<file path="config.mk">
export PLATFORM = sky130hd
export DESIGN_NAME = rr_req_gnt_arbiter
export DESIGN_NICKNAME = d
export VERILOG_FILES = /design/src/rtl/rr_req_gnt_arbiter.sv
export SDC_FILE = /design/constraint.sdc
export NUM_CORES = 1
export LEC_CHECK = 0
export BUFFER_PORTS_ARGS = -buffer_cell sky130_fd_sc_hd__buf_2
export CAP_MARGIN = 40
export CORE_AREA = 2 2 39 41
export DETAILED_ROUTE_END_ITERATION = 10
export DIE_AREA = 0 0 41 43
export PLACE_DENSITY = 0.75
export SLEW_MARGIN = 20
export SYNTH_ARGS = -nofsm -noshare
export SYNTH_HDL_FRONTEND = slang
export SYNTH_SLANG_ARGS = --single-unit
</file>
<file path="constraint.sdc">
create_clock -name clk_i -period 1.8 [get_ports clk_i]
set_input_delay 0.09 -clock clk_i [delete_from_list [all_inputs] [get_ports clk_i]]
set_output_delay 0.09 -clock clk_i [all_outputs]
set_load 0.01 [all_outputs]
</file>
<file path="src/rtl/rr_req_gnt_arbiter.sv">
// Round-robin request/grant arbiter with registered one-hot grants held while the owner requests.
// Optional RR_HOLD_LIMIT_EN caps consecutive owned cycles at MAX_HOLD before a fair hand-off.
module rr_req_gnt_arbiter #(
  parameter int unsigned NUM_REQ  = 4,
  parameter int unsigned MAX_HOLD = 8,
  localparam int unsigned IDW     = $clog2(NUM_REQ)
) (
  input  logic               clk_i,
  input  logic               rst_ni,
  input  logic [NUM_REQ-1:0] req_i,
  output logic [NUM_REQ-1:0] gnt_o,
  output logic               gnt_valid_o,
  output logic [IDW-1:0]     gnt_id_o
);

  if (NUM_REQ < 2 || MAX_HOLD < 1) begin : gen_param_check
    $error("rr_req_gnt_arbiter: NUM_REQ must be >= 2 and MAX_HOLD >= 1");
  end

  typedef enum logic [0:0] {StIdle, StOwned} state_e;

  state_e               state_q, state_d;
  logic [NUM_REQ-1:0]   gnt_q, gnt_d;
  logic [IDW-1:0]       gnt_id_q, gnt_id_d;
  logic [IDW-1:0]       ptr_q, ptr_d;
  logic [NUM_REQ-1:0]   cand;
  logic                 do_arb;
  logic [IDW-1:0]       win_id;

`ifdef RR_HOLD_LIMIT_EN
  localparam int unsigned HCW = $clog2(MAX_HOLD + 1);
  localparam logic [HCW-1:0] HoldMax = HCW'(MAX_HOLD);
  logic [HCW-1:0] hold_q, hold_d;
`endif

  // First set bit of cand, scanning upward from ptr with wrap-around.
  function automatic logic [IDW-1:0] rr_pick(input logic [NUM_REQ-1:0] c,
                                             input logic [IDW-1:0]     ptr);
    logic        found;
    int unsigned j;
    rr_pick = '0;
    found   = 1'b0;
    for (int unsigned i = 0; i < NUM_REQ; i++) begin
      j = 32'(ptr) + i;
      if (j >= NUM_REQ) j = j - NUM_REQ;
      if (!found && c[j[IDW-1:0]]) begin
        found   = 1'b1;
        rr_pick = j[IDW-1:0];
      end
    end
  endfunction

  function automatic logic [IDW-1:0] next_ptr(input logic [IDW-1:0] id);
    int unsigned n;
    n = 32'(id) + 1;
    if (n >= NUM_REQ) n = 0;
    next_ptr = n[IDW-1:0];
  endfunction

  always_ff @(posedge clk_i) begin
    if (!rst_ni) begin
      state_q  <= StIdle;
      gnt_q    <= '0;
      gnt_id_q <= '0;
      ptr_q    <= '0;
`ifdef RR_HOLD_LIMIT_EN
      hold_q   <= '0;
`endif
    end else begin
      state_q  <= state_d;
      gnt_q    <= gnt_d;
      gnt_id_q <= gnt_id_d;
      ptr_q    <= ptr_d;
`ifdef RR_HOLD_LIMIT_EN
      hold_q   <= hold_d;
`endif
    end
  end

  always_comb begin
    state_d  = state_q;
    gnt_d    = gnt_q;
    gnt_id_d = gnt_id_q;
    ptr_d    = ptr_q;
    cand     = '0;
    do_arb   = 1'b0;
    win_id   = '0;
`ifdef RR_HOLD_LIMIT_EN
    hold_d   = hold_q;
`endif
    unique case (state_q)
      StIdle: begin
        if (|req_i) begin
          cand   = req_i;
          do_arb = 1'b1;
        end
      end
      StOwned: begin
        if (req_i[gnt_id_q]) begin
`ifdef RR_HOLD_LIMIT_EN
          if (hold_q == HoldMax) begin
            // Owner sits out this arbitration if anyone else is waiting.
            if (|(req_i & ~gnt_q)) begin
              cand   = req_i & ~gnt_q;
              do_arb = 1'b1;
            end else begin
              hold_d = HCW'(1);
            end
          end else begin
            hold_d = hold_q + HCW'(1);
          end
`else
          // Owner keeps the grant for as long as it requests.
          state_d = StOwned;
`endif
        end else if (|req_i) begin
          cand   = req_i;
          do_arb = 1'b1;
        end else begin
          state_d  = StIdle;
          gnt_d    = '0;
          gnt_id_d = '0;
`ifdef RR_HOLD_LIMIT_EN
          hold_d   = '0;
`endif
        end
      end
      default: begin
        state_d  = StIdle;
        gnt_d    = '0;
        gnt_id_d = '0;
      end
    endcase

    if (do_arb) begin
      win_id         = rr_pick(cand, ptr_q);
      state_d        = StOwned;
      gnt_d          = '0;
      gnt_d[win_id]  = 1'b1;
      gnt_id_d       = win_id;
      ptr_d          = next_ptr(win_id);
`ifdef RR_HOLD_LIMIT_EN
      hold_d         = HCW'(1);
`endif
    end
  end

  always_comb begin
    gnt_o       = gnt_q;
    gnt_valid_o = (state_q == StOwned);
    gnt_id_o    = gnt_id_q;
  end

endmodule

</file>
After elaboration in Yosys (flattened, before gate mapping)
Cells that the tools add are included.
{ "totals": {"register_bits": 9, "inputBits": 6} }
{ "op_classes": {"addsub": 8, "magnitude_cmp": 12, "n_eq_ne": 2, "muxes": 49, "bitwise_logic": 1, "n_reduce_logical": 10} }
{ "op_table": {"columns": ["operator", "count"], "rows": [
  ["2-bit two-way mux", 18],
  ["4-bit two-way mux", 6],
  ["2-bit by 3-bit < comparator with 1-bit output, second input constant", 6],
  ["1-bit two-way mux", 17],
  ["3-bit >= comparator, second input constant", 4],
  ["1-bit binary-select mux with 2-bit select", 5],
  ["4-bit one-hot mux with 2 select lines", 1],
  ["2-bit by 1-bit subtractor with 2-bit output, second input constant", 4],
  ["2-bit by 1-bit adder with 3-bit output, second input constant", 2],
  ["2-bit by 2-bit adder with 3-bit output, second input constant", 2],
  ["1-bit logical AND", 4],
  ["2-bit inequality test, second input constant", 2],
  ["4-bit OR reduction", 1],
  ["2-bit by 3-bit >= comparator with 1-bit output, second input constant", 1],
  ["1-bit logical NOT", 3],
  ["3-bit AND reduction", 1],
  ["1-bit demux with 2-bit select", 1],
  ["2-bit by 1-bit >= comparator with 1-bit output, second input constant", 1],
  ["1-bit one-hot mux with 2 select lines", 1],
  ["2-bit nonzero test", 1],
  ["1-bit inverter", 1]
]} }

Logic depth before layout (Yosys ltp)
Gate-level depths: netlist of run 1.
{ "depth": {"word_depth": 26, "ltp_mapped": 7, "ltp_nobuf": 7} }

Worst setup path before layout of run 1
No wires, ideal clock.
{ "synth_timing": {"path_kind": "register to register", "startpoint": "reg gnt_id_q[0] (netlist: gnt_id_o[0])", "endpoint": "reg gnt_q[0] (netlist: gnt_o[0])", "arrival_time_ns": 1.749, "t_required_ns": 1.683, "setup_slack_ns": -0.067, "path_stages_with_launch": 7, "cell_sequence": "dfxtp_1 mux2i_1 o22ai_4 nor4_4 inv_1 ha_1 a22o_2"} }
{ "synth_via": {"elab_chain_cells": 25, "elab_cells_between_ends": 41, "classes_between": "order compare (2); eq/ne (2); mux (28); reduce/logical (9)"} }
{ "synth_rtl": {"columns": ["item", "line", "rtl"], "rows": [
  ["start: declaration", "24", "logic [IDW-1:0] gnt_id_q, gnt_id_d;"],
  ["start signal: assignment", "72", "gnt_id_q <= gnt_id_d;"],
  ["1-bit binary-select mux with 2-bit select *", "99", "if (req_i[gnt_id_q]) begin"],
  ["1-bit two-way mux (implied by the code) *", "99", null],
  ["4-bit two-way mux", "99", null],
  ["4-bit one-hot mux with 2 select lines", "91", "unique case (state_q)"],
  ["1-bit binary-select mux with 2-bit select", "46", "if (!found && c[j[IDW-1:0]]) begin"],
  ["1-bit two-way mux (implied by the code)", "46", null],
  ["1-bit two-way mux", "46", null],
  ["1-bit two-way mux", "135", "if (do_arb) begin"],
  ["[... 9 more ...]", null, null],
  ["1-bit logical AND", "46", null],
  ["2-bit two-way mux", "46", null],
  ["2-bit two-way mux", "135", null],
  ["2-bit by 3-bit < comparator with 1-bit output (implied by the code) or 2-bit by 1-bit >= comparator with 1-bit output (tied branches)", "139", "gnt_d[win_id] = 1'b1;"],
  ["1-bit logical AND (implied by the code)", "139", null],
  ["1-bit two-way mux (implied by the code)", "139", null],
  ["1-bit demux with 2-bit select", "139", null],
  ["4-bit two-way mux", "135", null],
  ["end signal: assignment", "71", "gnt_q <= gnt_d;"],
  ["end: declaration", "23", "logic [NUM_REQ-1:0] gnt_q, gnt_d;"]
]} }
Mark *: on every way between the ends. The rest lies on a longest branch, timed or not. The select of a mux whose other input is x is not followed.
A chain may end at the register's enable or synchronous reset.

Worst setup path in the final report of run 1
{ "layout_timing": {"startpoint": "reg ptr_q[1]", "endpoint": "reg gnt_q[0] (netlist: gnt_o[0])"} }
{ "layout_via": {"elab_chain_cells": 24, "elab_cells_between_ends": 50, "classes_between": "add/sub (7); order compare (6); mux (30); reduce/logical (7)"} }
{ "layout_rtl": {"columns": ["item", "line", "rtl"], "rows": [
  ["start: declaration", "25", "logic [IDW-1:0] ptr_q, ptr_d;"],
  ["start signal: assignment", "73", "ptr_q <= ptr_d;"],
  ["2-bit by 3-bit >= comparator with 1-bit output or 2-bit by 1-bit subtractor with 2-bit output (tied branches)", "45", "if (j >= NUM_REQ) j = j - NUM_REQ;"],
  ["2-bit two-way mux", "45", null],
  ["2-bit two-way mux", "135", null],
  ["1-bit binary-select mux with 2-bit select", "46", null],
  ["1-bit two-way mux (implied by the code)", "46", null],
  ["1-bit two-way mux", "46", null],
  ["1-bit two-way mux", "135", null],
  ["1-bit logical NOT", "46", null],
  ["[... 8 more ...]", null, null],
  ["1-bit logical AND", "46", null],
  ["2-bit two-way mux *", "46", null],
  ["2-bit two-way mux *", "135", null],
  ["2-bit by 3-bit < comparator with 1-bit output (implied by the code) or 2-bit by 1-bit >= comparator with 1-bit output (tied branches)", "139", null],
  ["1-bit logical AND (implied by the code)", "139", null],
  ["1-bit two-way mux (implied by the code)", "139", null],
  ["1-bit demux with 2-bit select *", "139", null],
  ["4-bit two-way mux *", "135", null]
]} }
Marked as above.

==> impl_metrics.env, run 1 <==
export IMPL_grt_overflow=0
export IMPL_cts_buffer_depth=2
export IMPL_first_iter_violations=4
export IMPL_clock_skew_ns=0.00766
export IMPL_period_share_pct=100
export IMPL_r2r_cells=6
export IMPL_leakagePower_uw=0.000321
export IMPL_setup_violations_final=1
export IMPL_drt_wl_total_um=1200
export IMPL_num_rows=14
export IMPL_synthCells=52
export IMPL_crit_path_max_incr_delay_ns=0.53
export IMPL_hold_violations=0
export IMPL_met2_usage_pct=27.5
export IMPL_r2r_slack_ns=-0.002
export IMPL_hp_class="input port to flip-flop"
export IMPL_insertion_delay_ns=0.28
export IMPL_wire_per_inst_um=13.5
export IMPL_slew_headroom_pct=81.5
export IMPL_ant_nets=0
export IMPL_track_usage_pct=16.5
export IMPL_gr_max_usage_layer="met2"
export IMPL_met1_usage_pct=16.7
export IMPL_finalCriticalPeriod_ns=1.80
export IMPL_r2r_start="ptr_q[1]"
export IMPL_cap_violations=0
export IMPL_path_cells="inv_2, mux4_2, nor4_4, inv_1, ha_2, a22o_2"
export IMPL_fin_total_pwr_uw=692
export IMPL_pin_count=13
export IMPL_place_ws_ns=-0.0159
export IMPL_vdd_drop_max_uv=320
export IMPL_synth_cell_types=22
export IMPL_cts_root_buf="clkbuf_4"
export IMPL_vias=463
export IMPL_n_antenna_cell=0
export IMPL_required_ns=1.96
export IMPL_worst_pin_slew_ns=0.276
export IMPL_violations="negative setup slack"
export IMPL_syn_area_um2=527
export IMPL_grt_pass1_vias=439
export IMPL_yosysWarnings=0
export IMPL_drcViolationCount=0
export IMPL_regArea_um2=185
export IMPL_multi_input_area_um2=360
export IMPL_final_max_slew_viol_count=0
export IMPL_cts_sinks=9
export IMPL_cpMaxStageDelayCell="mux4_2"
export IMPL_cellPowerDensity_mw_per_mm2=976
export IMPL_via_per_inst=5.20
export IMPL_h_tree_depth=1
export IMPL_num_nets_final=84
export IMPL_design_core_area_mm2=0.00138
export IMPL_grt_pass1_wl_um=1880
export IMPL_worstPathArrival_ns=1.97
export IMPL_clk_pin_slew_ns=0.07
export IMPL_hpwl_um=924
export IMPL_grt_setup_unrepaired="true"
export IMPL_antenna_found_initial=0
export IMPL_grt_use_met3_pct=3.66
export IMPL_final_util_pct=51.2
export IMPL_synth_nets=62
export IMPL_syn_avg_cell_area_um2=10.1
export IMPL_cp_top_family="multiplexers"
export IMPL_min_from="rst_ni"
export IMPL_cts_tree="done"
export IMPL_rr_endpoint="gnt_o[0]"
export IMPL_cts_buffers=3
export IMPL_die_x_um=41
export IMPL_portBuffers=12
export IMPL_seq_area_frac_synth_pct=34.2
export IMPL_setup_slack_ns=-0.00240
export IMPL_timing_fmax_mhz=555
export IMPL_drive_above_1_share_pct=47.9
export IMPL_place_congestion=0.710
export IMPL_outcome="finished with violations"
export IMPL_dieArea_mm2=0.00176
export IMPL_cp_end_kind="flip-flop"
export IMPL_crit_type="flip-flop to flip-flop"
export IMPL_drtPass1Iterations=4
export IMPL_cts_hold_buffers=0
export IMPL_critPathMaxFanout=3
export IMPL_start_kind="flip-flop"
export IMPL_fill_cells=125
export IMPL_initial_core_util_pct=38.1
export IMPL_crit_buf_inv=2
export IMPL_whs_endpoint="ptr_q[1]"
export IMPL_min_path_cells=3
export IMPL_grt_max_degree=8
export IMPL_synth_seq_cells=9
export IMPL_holdWs_ns=0.127
export IMPL_area_growth_pct=34.4
export IMPL_chipHeight_um=43
[cell families after synthesis]
family / Yosys count / synth area share [%]
AO/OA/AOI/OAI: 14 / 24.9
adder cells (fa/ha/maj): 4 / 9.50
buffers and inverters: 5 / 3.56
flip-flops: 9 / 34.2
multiplexers: 4 / 9.98
AND/OR/NAND/NOR: 16 / 17.8
[worst reg2reg max path: stages, from the launching register on]
cell and delay (ns):
dfxtp_2 0.33, inv_2 0.06, mux4_2 0.53, nor4_4 0.28, inv_1 0.12, ha_2 0.18, a22o_2 0.19
[Yosys cell counts]
| library cell | number | area share (%) |
|---|---|---|
| nor4_4 | 1 | 4.0 |
| o21a_2 | 1 | 1.7 |
| inv_1 | 5 | 3.6 |
| a22o_2 | 2 | 3.8 |
| or2b_2 | 1 | 1.7 |
| dfxtp_1 | 9 | 34 |
| a21o_1 | 1 | 1.4 |
| a221oi_1 | 1 | 1.7 |
| nand2_1 | 6 | 4.3 |
| a21boi_0 | 1 | 1.4 |
| or4_1 | 1 | 1.4 |
| o22ai_1 | 1 | 1.2 |
| nor2b_1 | 3 | 3.6 |
| nor2_1 | 4 | 2.8 |
| o22ai_4 | 1 | 3.8 |
| o2bb2a_1 | 1 | 1.9 |
| mux2i_1 | 3 | 5.7 |
| mux4_2 | 1 | 4.3 |
| o21a_1 | 1 | 1.4 |
| ha_1 | 4 | 9.5 |
| a211o_1 | 1 | 1.7 |
| a22o_1 | 3 | 5.0 |
[worst max-delay path by stage]
| stage | startpoint | end | slack, ns | cells after the start |
|---|---|---|---|---|
| 2_1_floorplan | gnt_id_o[0] | gnt_o[0] | 0.03 | 6 |
| 3_3_place_gp | ptr_q[1] | gnt_o[0] | 0.02 | 6 |
| 3_5_place_dp | gnt_id_o[0] | gnt_o[0] | -0.02 | 6 |
| 4_1_cts | gnt_valid_o | ptr_q[1] | 0.004 | 7 |
| 5_1_grt | ptr_q[1] | gnt_o[0] | -0.08 | 6 |
| 6_report | ptr_q[1] | gnt_o[0] | -0.002 | 6 |
[per-layer routing]
| layer | vias to the layer above | wire (um) |
|---|---|---|
| met1 | 212 | 500 |
| met3 | 3 | 57 |
| li1 | 235 | - |
| met5 | - | 0 |
| met4 | 0 | 33 |
| met2 | 13 | 613 |
[per-stage QoR]
| stage | std cells | setup TNS (ns) | instance area [um^2] |
|---|---|---|---|
| floorplan | 52 | 0 | 536 |
| global placement | 83 | 0 | 638 |
| detailed placement | 83 | -0.0159 | 638 |
| CTS | 88 | 0 | 689 |
| global route | 89 | -0.163 | 708 |
| finish | 89 | -0.00240 | 708 |
[report_power, final]
| group | total [uW] | internal, uW | switching [uW] |
|---|---|---|---|
| Sequential | 264 | 235 | 29.1 |
| Combinational | 260 | 133 | 126 |
| Clock | 167 | 85.9 | 81.4 |
[timing repair]
| item | CTS | global route |
|---|---|---|
| cloned | 0 | 0 |
| pin swaps | 0 | 8 |
| buffers inserted | 1 | 2 |
| setup endpoints to repair | 2 | 5 |
| gates resized for setup | 2 | 6 |
[sequential cells by signal, summed over array words and instances (netlist names)]
name	flops
gnt_id_o	2
gnt_valid_o	1
ptr_q	2
gnt_o	4
[cells in the final DEF (no fill, tap or decap), types with 2 or more instances in the layout]
| master | count |
|---|---|
| buf_4 | 5 |
| a22o_2 | 2 |
| dfxtp_1 | 7 |
| a22o_1 | 3 |
| ha_2 | 3 |
| clkbuf_4 | 3 |
| buf_2 | 12 |
| mux2i_4 | 2 |
| nor2b_1 | 3 |
| nand2_1 | 6 |
| nor2_1 | 4 |
| inv_1 | 4 |
[area by class of cell]
cell class	instances	area share [%]
Multi-Input combinational cell	38	50.9
Inverter	5	2.65
Clock buffer	4	3.71
Tap cell	16	2.83
Sequential cell	9	26.1
Timing Repair Buffer	17	13.8
No activity file was read; power rests on OpenSTA's default activity.
==> run 2: changes to the inputs <==
Clock period 1.8 ns to 1.5 ns, I/O delays scaled along.
==> impl_metrics.env, run 2 (synthesis gave the netlist of run 1 again) <==
export IMPL_via_per_inst=5.08
export IMPL_antenna_found_initial=0
export IMPL_vdd_drop_max_uv=440
export IMPL_wire_per_inst_um=13.4
export IMPL_cp_end_kind="flip-flop"
export IMPL_worstPathArrival_ns=1.93
export IMPL_largest_reg_flops=4
export IMPL_vias=518
export IMPL_start_kind="flip-flop"
export IMPL_hpwl_um=1000
export IMPL_crit_start="ptr_q[1]"
export IMPL_area_growth_pct=57.7
export IMPL_setup_slack_ns=-0.262
export IMPL_n_antenna_cell=0
export IMPL_initial_core_util_pct=38.1
export IMPL_power_frac_clock_pct=21.7
export IMPL_chipHeight_um=43
export IMPL_num_nets_final=97
export IMPL_clk_pin_slew_ns=0.07
export IMPL_place_congestion=0.747
export IMPL_cts_buffer_depth=2
export IMPL_h_tree_depth=1
export IMPL_fill_cells=114
export IMPL_drtPass1Iterations=4
export IMPL_grt_pass1_vias=526
export IMPL_outcome="finished with violations"
export IMPL_leakagePower_uw=0.000391
export IMPL_cts_root_buf="clkbuf_4"
export IMPL_portBuffers=12
export IMPL_worst_pin_slew_ns=0.269
export IMPL_grt_pass1_wl_um=2190
export IMPL_grt_overflow=0
export IMPL_insertion_delay_ns=0.27
export IMPL_mostFrequentLayoutCells="buf_4 (16), buf_2 (12), nand2_1 (6), dfxtp_1 (6)"
export IMPL_critPathMaxFanout=3
export IMPL_finalCriticalPeriod_ns=1.76
export IMPL_grt_setup_unrepaired="true"
export IMPL_first_iter_violations=12
export IMPL_final_area_um2=831
export IMPL_drive_above_1_share_pct=60.5
export IMPL_cts_tree="done"
export IMPL_cap_violations=0
export IMPL_period_share_pct=117
export IMPL_timing_fmax_mhz=567
export IMPL_cts_sinks=9
export IMPL_min_from="rst_ni"
export IMPL_layout_commonest_cell="buf_4"
export IMPL_setup_violations_final=8
export IMPL_num_rows=14
export IMPL_switching_power_uw=314
export IMPL_final_max_slew_viol_count=0
export IMPL_placedCellCount=95
export IMPL_design_core_area_mm2=0.00138
export IMPL_ant_nets=0
export IMPL_slew_headroom_pct=81.9
export IMPL_drcViolationCount=0
export IMPL_cts_buffers=3
export IMPL_violations="negative setup slack"
export IMPL_track_usage_pct=18.8
export IMPL_dieArea_mm2=0.00176
export IMPL_hp_class="input port to flip-flop"
export IMPL_pwr_share_seq_pct=34.2
export IMPL_grt_max_degree=8
export IMPL_placed_cell_area_um2=752
export IMPL_hold_violations=0
export IMPL_pin_count=13
export IMPL_drt_wl_total_um=1360
export IMPL_required_ns=1.67
export IMPL_comb_power_share_pct=44.1
export IMPL_crit_type="flip-flop to flip-flop"
export IMPL_cellPowerDensity_mw_per_mm2=1100
export IMPL_p_int_uw=603
export IMPL_cts_hold_buffers=0
export IMPL_die_x_um=41
export IMPL_switching_share_pct=34.2
export IMPL_r2r_start="ptr_q[1]"
export IMPL_clock_skew_ns=0.00331
export IMPL_fin_cells=102
## run 2: repair_timing
action / 4_1_cts / 5_1_grt
resized for setup: 8 / 1
setup buffers: 3 / 0
pin swaps: 5 / 1
setup endpoints to repair: 5 / 8
hold endpoints to repair: 0 / 0
## run 2: critical path, stage by stage, from the launching register on
cell and delay, ns:
dfxtp_2 0.33, inv_2 0.06, mux4_2 0.54, nor4_4 0.21
inv_1 0.12, ha_2 0.19, a22o_2 0.21
## run 2: power groups by stage
stage	Clock [uW]	Sequential, uW	Combinational [uW]
finish	199	314	405
detailed placement	0	317	348
floorplan	0	329	189
global placement	0	316	339
CTS	201	313	395
global route	215	318	440
## run 2: final cells by class
class | instances | area, um^2 | share of cell area [%]
Clock inverter | 1 | 5.00 | 0.602
Inverter | 5 | 18.8 | 2.26
Clock buffer | 3 | 22.5 | 2.71
Sequential cell | 9 | 186 | 22.4
Tap cell | 16 | 20.0 | 2.41
Timing Repair Buffer | 30 | 203 | 24.4
Multi-Input combinational cell | 38 | 375 | 45.2
## run 2: final timing paths
path | to | slack, ns | cells past startpoint
worst min register to register | gnt_o[2] | 0.48 | 1
worst min-delay path | gnt_id_o[1] | 0.12 | 2
worst max register to register | gnt_o[0] | -0.26 | 6
worst max-delay path | gnt_o[0] | -0.26 | 6
## run 2: per-stage QoR
stage / setup TNS (ns) / utilization [%] / hold slack [ns] / worst slack, ns / power (uW)
after global placement: -0.844 / 54.3 / 0.395 / -0.234 / 654
after CTS: -0.921 / 59.9 / 0.108 / -0.219 / 909
final: -1.22 / 60.0 / 0.117 / -0.262 / 918
after floorplan: -0.652 / - / 0.199 / -0.230 / 517
after global routing: -1.56 / 60.0 / 0.113 / -0.301 / 974
after detailed placement: -0.976 / 54.3 / 0.397 / -0.262 / 664
## run 2: routing by layer
| metal | vias up | wire length, um | track usage [%] |
|---|---|---|---|
| li1 | 257 | - | - |
| met1 | 251 | 584 | 21.9 |
| met2 | 8 | 725 | 29.1 |
| met3 | 2 | 36 | 4.19 |
| met4 | 0 | 17 | 12.0 |
| met5 | - | 0 | 0 |
==> run 3: changes to the inputs <==
Settings changed: CORE_AREA 2 2 39 41 to 2 2 42 44, DIE_AREA 0 0 41 43 to 0 0 44 46, PLACE_DENSITY 0.75 to 0.67.
==> impl_metrics.env, run 3 (synthesis gave the netlist of run 1 again) <==
export IMPL_largest_reg_flops=4
export IMPL_comb_power_share_pct=46.5
export IMPL_design_core_area_mm2=0.00161
export IMPL_vdd_drop_max_uv=514
export IMPL_ant_nets=0
export IMPL_outcome="finished with violations"
export IMPL_drcViolationCount=0
export IMPL_die_x_um=44
export IMPL_grt_pass1_wl_um=2240
export IMPL_power_frac_clock_pct=19.9
export IMPL_portBuffers=12
export IMPL_wire_per_inst_um=12.5
export IMPL_grt_setup_unrepaired="true"
export IMPL_layout_commonest_cell="buf_4"
export IMPL_cap_violations=0
export IMPL_cts_hold_buffers=0
export IMPL_cts_buffers=3
export IMPL_setup_violations_final=6
export IMPL_cp_endpoint="gnt_o[0]"
export IMPL_cp_end_kind="flip-flop"
export IMPL_crit_type="flip-flop to flip-flop"
export IMPL_dieArea_mm2=0.00202
export IMPL_vias=510
export IMPL_switching_share_pct=33.3
export IMPL_cts_buffer_depth=2
export IMPL_r2r_slack_ns=-0.22
export IMPL_initial_core_util_pct=32.6
export IMPL_num_rows=15
export IMPL_clock_skew_ns=0.00400
export IMPL_via_per_inst=4.90
export IMPL_h_tree_depth=1
export IMPL_placedCellCount=92
export IMPL_hold_violations=0
export IMPL_setup_slack_ns=-0.224
export IMPL_n_antenna_cell=0
export IMPL_num_nets_final=98
export IMPL_critPathMaxFanout=3
export IMPL_required_ns=1.65
export IMPL_drt_wl_total_um=1300
export IMPL_pin_count=13
export IMPL_cts_sinks=9
export IMPL_track_usage_pct=15.2
export IMPL_antenna_found_initial=0
export IMPL_drtPass1Iterations=4
export IMPL_p_int_uw=623
export IMPL_insertion_delay_ns=0.25
export IMPL_drive_above_1_share_pct=63.2
export IMPL_cellPowerDensity_mw_per_mm2=1080
export IMPL_slew_headroom_pct=78.0
export IMPL_fin_total_pwr_uw=934
export IMPL_crit_start="ptr_q[1]"
export IMPL_cts_root_buf="clkbuf_4"
export IMPL_hp_class="input port to flip-flop"
export IMPL_timing_fmax_mhz=580
export IMPL_pwr_share_seq_pct=33.6
export IMPL_start_kind="flip-flop"
export IMPL_min_from="rst_ni"
export IMPL_fin_cells=104
export IMPL_mostFrequentLayoutCells="buf_4 (17), buf_2 (12), dfxtp_1 (6), nand2_1 (5)"
export IMPL_grt_pass1_vias=534
export IMPL_place_congestion=0.715
export IMPL_finalCriticalPeriod_ns=1.72
export IMPL_grt_max_degree=8
export IMPL_clk_pin_slew_ns=0.07
export IMPL_hpwl_um=962
export IMPL_period_share_pct=115
export IMPL_switching_power_uw=311
export IMPL_leakagePower_uw=0.000401
export IMPL_grt_overflow=0
export IMPL_area_growth_pct=63.7
export IMPL_first_iter_violations=11
export IMPL_cts_tree="done"
export IMPL_worst_pin_slew_ns=0.329
export IMPL_chipHeight_um=46
export IMPL_r2r_cells=6
export IMPL_violations="negative setup slack"
export IMPL_rr_endpoint="gnt_o[0]"
export IMPL_worstPathArrival_ns=1.88
export IMPL_final_max_slew_viol_count=0
export IMPL_r2r_start="ptr_q[1]"
run 3: critical path, cell delays in order (launching register included):
cell     delay (ns)
dfxtp_2        0.32
inv_2          0.06
mux4_2         0.53
nor4_4         0.20
inv_1          0.11
ha_2           0.19
a22o_2         0.21
run 3: cell type report:
cell class              instances  area [um^2]
fillers                       141          752
multi-input cells              38          398
repair buffers                 31          210
flip-flops and latches          9          186
clock buffers                   3         22.5
well taps                      17         21.3
inverters                       5         18.8
clock inverters                 1         5.00
run 3: layer usage:
layer  share of wire (%)  wire length (um)  track usage [%]
met5                   0                 0                0
met2                  50               654             24.7
met4                 2.4                31             8.48
met1                  44               578             18.1
met3                 2.8                36             3.97
run 3: through the flow:
stage | hold WS [ns] | setup TNS (ns) | utilization [%] | worst slack (ns) | instance area, um^2
final | 0.135 | -0.982 | 53.4 | -0.224 | 862
after global routing | 0.143 | -1.46 | 53.4 | -0.267 | 862
after CTS | 0.128 | -0.906 | 52.6 | -0.210 | 848
after detailed placement | 0.394 | -1.03 | 44.8 | -0.268 | 723
after global placement | 0.389 | -0.888 | 44.8 | -0.242 | 723
after floorplan | 0.199 | -0.652 | - | -0.230 | 559
run 3: what timing repair did:
item / 4_1_cts / 5_1_grt
setup buffers: 7 / 1
resized for setup: 10 / 2
endpoints found under the setup margin: 6 / 8
pin swaps: 5 / 0
run 3: worst min-delay path by stage:
stage | endpoint | slack, ns | cells past startpoint
finish | ptr_q[1] | 0.13 | 3
global route | gnt_id_o[1] | 0.14 | 2
CTS | ptr_q[1] | 0.13 | 3
detailed placement | gnt_id_o[0] | 0.39 | 2
global placement | gnt_valid_o | 0.39 | 3
floorplan | gnt_valid_o | 0.20 | 2
run 3: power groups by stage:
stage	sequential (uW)	combinational, uW	clock, uW
after floorplan	329	189	0
after global routing	319	470	212
after global placement	316	315	0
after CTS	314	414	192
final	314	434	186
after detailed placement	318	323	0
